File: src/rtl/csr_row_collector.sv
// csr_row_collector: captures completed CSR SpMV row results (two lanes),
// tags each with its row index, buffers them in a first-word-fall-through
// FIFO and streams them out over valid/ready. Tracks frame boundaries and
// raises sticky overflow / protocol-error flags.
//
// Handshake: an output entry transfers on any rising edge where
// out_valid && out_ready. While out_valid is high and out_ready is low, the
// head entry (out_row, out_data0/1, out_last) stays stable. The input side
// has no backpressure; a push into a full FIFO is dropped and flagged.
module csr_row_collector #(
   parameter int NUM_ROWS   = 560,
   parameter int DATA_W     = 64,
   parameter int FIFO_DEPTH = 16,
   parameter int ROW_W      = 10
) (
   input  logic                          clk,
   input  logic                          rst,
   input  logic                          in_valid,
   input  logic                          in_zero,
   input  logic [DATA_W-1:0]             in_data0,
   input  logic [DATA_W-1:0]             in_data1,
   output logic                          out_valid,
   input  logic                          out_ready,
   output logic [ROW_W-1:0]              out_row,
   output logic [DATA_W-1:0]             out_data0,
   output logic [DATA_W-1:0]             out_data1,
   output logic                          out_last,
   output logic                          frame_done,
   output logic [15:0]                   frame_count,
   output logic                          overflow,
   output logic                          proto_err,
   output logic [$clog2(FIFO_DEPTH):0]   level
);

   localparam int AW = $clog2(FIFO_DEPTH);
   localparam logic [AW:0]      FULL_LEVEL = (AW+1)'(FIFO_DEPTH);
   localparam logic [ROW_W-1:0] LAST_ROW   = ROW_W'(NUM_ROWS - 1);

   // FIFO storage, one array per entry field
   logic [ROW_W-1:0]  mem_row  [FIFO_DEPTH];
   logic [DATA_W-1:0] mem_d0   [FIFO_DEPTH];
   logic [DATA_W-1:0] mem_d1   [FIFO_DEPTH];
   logic              mem_last [FIFO_DEPTH];

   logic [AW-1:0]     wr_ptr;
   logic [AW-1:0]     rd_ptr;
   logic [ROW_W-1:0]  wr_row;

   logic              push;
   logic              pop;
   logic              full;
   logic              wr_en;
   logic              head_last;
   logic [DATA_W-1:0] push_d0;
   logic [DATA_W-1:0] push_d1;

   // Push/pop qualification; a simultaneous pop frees the slot a full FIFO needs
   always_comb begin
      push      = in_valid || in_zero;
      full      = (level == FULL_LEVEL);
      out_valid = (level != '0);
      pop       = out_valid && out_ready;
      wr_en     = push && (!full || pop);
      // in_valid wins when both are high, so the data lanes are kept
      push_d0   = in_valid ? in_data0 : '0;
      push_d1   = in_valid ? in_data1 : '0;
      head_last = mem_last[rd_ptr];
   end

   // Head entry drives the outputs; zeros when the FIFO is empty
   always_comb begin
      out_row   = '0;
      out_data0 = '0;
      out_data1 = '0;
      out_last  = 1'b0;
      if (out_valid) begin
         out_row   = mem_row[rd_ptr];
         out_data0 = mem_d0[rd_ptr];
         out_data1 = mem_d1[rd_ptr];
         out_last  = head_last;
      end
   end

   // FIFO storage write; contents need no reset because level gates the outputs
   always_ff @(posedge clk) begin
      if (!rst && wr_en) begin
         mem_row[wr_ptr]  <= wr_row;
         mem_d0[wr_ptr]   <= push_d0;
         mem_d1[wr_ptr]   <= push_d1;
         mem_last[wr_ptr] <= (wr_row == LAST_ROW);
      end
   end

   // Pointers, occupancy and the row counter (advances even on dropped pushes)
   always_ff @(posedge clk) begin
      if (rst) begin
         wr_ptr <= '0;
         rd_ptr <= '0;
         level  <= '0;
         wr_row <= '0;
      end else begin
         if (wr_en) wr_ptr <= wr_ptr + 1'b1;
         if (pop)   rd_ptr <= rd_ptr + 1'b1;
         case ({wr_en, pop})
            2'b10:   level <= level + 1'b1;
            2'b01:   level <= level - 1'b1;
            default: level <= level;
         endcase
         if (push) wr_row <= (wr_row == LAST_ROW) ? '0 : wr_row + 1'b1;
      end
   end

   // Frame tracking and sticky error flags
   always_ff @(posedge clk) begin
      if (rst) begin
         frame_done  <= 1'b0;
         frame_count <= '0;
         overflow    <= 1'b0;
         proto_err   <= 1'b0;
      end else begin
         frame_done <= pop && head_last;
         if (pop && head_last)       frame_count <= frame_count + 16'd1;
         if (push && !wr_en)         overflow    <= 1'b1;
         if (in_valid && in_zero)    proto_err   <= 1'b1;
      end
   end

endmodule

File: config.mk
export PLATFORM = sky130hd
export DESIGN_NAME = csr_row_collector
export DESIGN_NICKNAME = d
export VERILOG_FILES = /design/src/rtl/csr_row_collector.sv
export SDC_FILE = /design/constraint.sdc
export NUM_CORES = 2
export LEC_CHECK = 0
export ABC_AREA = 1
export CAP_MARGIN = 20
export CORE_UTILIZATION = 55
export CTS_CLUSTER_DIAMETER = 120
export DETAILED_ROUTE_END_ITERATION = 7
export MAX_ROUTING_LAYER = met4
export PLACE_DENSITY = 0.73
export SYNTH_ARGS = -nofsm -noshare
export SYNTH_HDL_FRONTEND = slang
export SYNTH_SLANG_ARGS = --single-unit
File: constraint.sdc
create_clock -name clk -period 12.15 [get_ports clk]
set_input_delay 2.43 -clock clk [delete_from_list [all_inputs] [get_ports clk]]
set_output_delay 2.43 -clock clk [all_outputs]
set_load 0.02 [all_outputs]
==> impl_results.md <==
* Status: finished, final reports clean
* Critical Path Stages at 8
* Netlist cell types at 28
* Post-route ant nets at 0
* Worst Setup End Kind: output port
* Hold Path Stages at 2
* Worst min-delay path category: reg -> reg
* Drt pass-1 iters at 6
* # hold bufs at CTS at 0
* Synth Area in XOR/XNOR at 0.000485
* H-tree lvl count at 4
* Routed Wire Length at 229000 um
* Critical Path Most Common Cell: buf_4
* Syn avg cell area at roughly 13 um^2
* Commonest cells after routing, fill and taps aside: edfxtp_1, nor2_1, o21ai_0, o211ai_1, o21ai_1
* LEAKAGE at 32.9 nW
* DP HPWL at 102000 um
* FF-to-FF End: mem_d0[9][16]$_DFFE_PP_
* Fin nets at approximately 7.2k
* Synth area leaders: edfxtp_1, nor2_1, o21ai_0
* Synth area leader: edfxtp_1
* CTS tree: done
* Core area at 163000 um^2
* Power density over cell area at between 150 and 200 nW/um^2
* Die height at 407 um
* Max Slew Vio Count at 0
* Yosys top cell area share at 0.740
* CP bufs+invs at 4
* First-pass GRT wire length at 341000 um
* R2r setup slk at 7.89 ns
* Row Count at ~150
* Cell Chain, Critical Path: buf_4 -> buf_4 -> buf_4 -> o21ai_0 -> o21ai_1 -> o211ai_1 -> a21oi_1 -> clkdlybuf4s50_1
* Grt total ovfl at 0
* Reg2reg path depth at 8
* CP arrival at 6.22 ns
* Final Hold Fails at 0
* Clock slew at reported path FFs at about 0.06 ns
* Layout cells sized above 1 at 0.0516
* Worst r2r src: level[0]$_SDFFE_PP0P_
* Syn Std Cell Area at 90300 um^2
* Ports at 297
* Setup TNS Final at 0 ns
* Synth Area in Compound Gates at 0.127
* Slowest stage cell, crit path: buf_4
* Port bufs at 296
* Commonest non-fill, non-tap cell in the layout: edfxtp_1
* Asr flop ratio synth at 0
* Clock buffer depth at 3
* Synth Flop Type: edfxtp_1
* Gpl congestion at 0.775
* Multiplexer area fraction after synthesis at 0
* Syn_nets at 7128
* Post-CTS Setup Inserts at 0
* Largest family of logic cells by synthesized area: compound AO/OA/AOI/OAI gates
* WHS Endpoint: overflow$_SDFFE_PP0P_
* RSZ-0062 raised after global routing: no
* Reg area at 67700 um^2
* CP Launch Type: flip-flop
* Simple-gate portion of the synthesized area at 0.0863
* Root buffer cell: clkbuf_16
* Slew margin rel. at 0.114
* Setup CP Type: reg -> out
* WP data required at 9.72 ns
* Area occupied by multi-input gates at 19600 um^2
* Post-synth EDFFs at 2224
* DR vias at 58.1k
* Max-cap viol count at 0
* Crit-path max cell delay at 0.86 ns
* Initial Util at 0.555
* CP Max Fanout at 92
* Number of synthesized register bits at 2270
* Fill cell count at 11.8k
* Seq/Total Area, Yosys at 0.750
* Final Total Pwr at roughly 19 mW
* Total CTS buffers at 218
* Post-synthesis adder-cell area fraction at 0.00161
* Drc violations at 0
* Cells after Synth at around 7k
* WL/cell at around 24 um
* CTS sink count at around 2.3k
* Final Cycle Share at 0.712
* Achievable Freq at roughly 0.12 GHz
* Area Overhead vs Synth at 12.3%
* Resized Gates After CTS at 0
* Routed vias/inst at 6.15
* Yosys warning total at 0
* Layout Skew at between 0.03 and 0.04 ns
* Detailed Route Iter0 Violations at 7586
* Clock latency on the worst-skew pair at between 0.8 and 0.9 ns
* Die width at roughly 400 um
* Die area at 166000 um^2
* Vias in the first global route at 56.2k
* Min Tclk post-route at just under 9 ns
* Initial antenna violation count at 7
* Final setup violation count at 0
* CP top delay family: buffers and inverters
* Largest net degree at the start of global routing at between 200 and 300
* GRT Total Usage at 0.280
* Worst VDD drop at 152 uV
* Hold path start: overflow$_SDFFE_PP0P_
* Worst-margin pin slew at 1.33 ns
-- layout make-up --
| type | instances | share of cell area |
|---|---|---|
| multi-input cells | 4016 | 0.193 |
| clock buffers | 297 | 0.0575 |
| repair buffers | 370 | 0.0376 |
| well taps | 2175 | 0.0268 |
| inverters | 199 | 0.00771 |
| flip-flops and latches | 2270 | 0.668 |
| diodes | 5 | 0.000123 |
| clock inverters | 103 | 0.00910 |
-- tightest hold or removal path, cell delays in order, from the launching register on --
cell and delay [ns]:
dfxtp_1 0.33, nor2_1 0.05, nor2_1 0.06
-- report_power, final --
part / leakage [nW] / total (mW) / internal (mW) / switching [mW]
logic: 8.95 / 4.11 / 1.30 / 2.81
registers: 20.7 / 8.80 / 8.73 / 0.0763
clock network: 3.25 / 6.42 / 3.57 / 2.85
-- Yosys cell counts, types with 2 or more instances --
cell,count
dfxtp_1,46
o221ai_1,132
inv_2,2
nand2_1,236
buf_2,80
buf_1,43
ha_1,10
o21ai_0,971
buf_4,14
xor2_1,4
o21ai_1,302
inv_1,197
a21oi_1,157
o211ai_1,420
edfxtp_1,2224
nor2_1,1605
nor3_1,11
nand3_1,161
buf_6,43
clkbuf_1,318
-- logic make-up (layout without fill, tap and decap cells) --
family                     Yosys count  after routing
adders and majority gates           11             11
other                                0              5
and+or+nand+nor                   2016           2016
DFF                               2270           2270
buffers and inverters              698            969
AOI/OAI and AO/OA                 1984           1984
xor gates and xnor gates             5              5
-- layer usage --
layer  GRT usage  wire length, um  vias up
met3      0.0457            20700      515
li1            -                -    25800
met4       0.114             8660        0
met2       0.443           111000     3008
met1       0.363            88900    28700
met5           -                0        -
-- worst max-delay path by stage --
stage                                        end  slack (ns)      start
after floorplan           mem_d0[0][0]$_DFFE_PP_        2.67    in_zero
after global placement             out_data1[55]        4.54  flip-flop
after detailed placement           out_data1[55]        4.52  flip-flop
after CTS                          out_data1[55]        3.61  flip-flop
after global routing               out_data1[55]        3.21  flip-flop
final                              out_data1[55]        3.50  flip-flop
-- per-stage QoR --
stage | instances | hold WS [ns] | worst slack (ns) | instance area, um^2 | utilization
6_report | 9435 | 0.476 | 3.50 | 101000 | 0.623
5_1_grt | 9435 | 0.519 | 3.21 | 101000 | 0.623
4_1_cts | 9428 | 0.478 | 3.61 | 101000 | 0.622
3_5_place_dp | 9028 | 0.462 | 4.52 | 94600 | 0.581
3_3_place_gp | 9028 | 0.454 | 4.54 | 94600 | 0.581
2_1_floorplan | 6984 | 0.447 | 2.67 | 90300 | -
-- sequential cells by signal (all words and copies together), names as in the netlist, named ones only --
register	cells
level	5
mem_d0	1024
mem_d1	1024
mem_last	16
wr_ptr	4
proto_err	1
frame_count	16
frame_done	1
mem_row	160
wr_row	10
rd_ptr	4
overflow	1
Power figures use the tool's default switching activity.
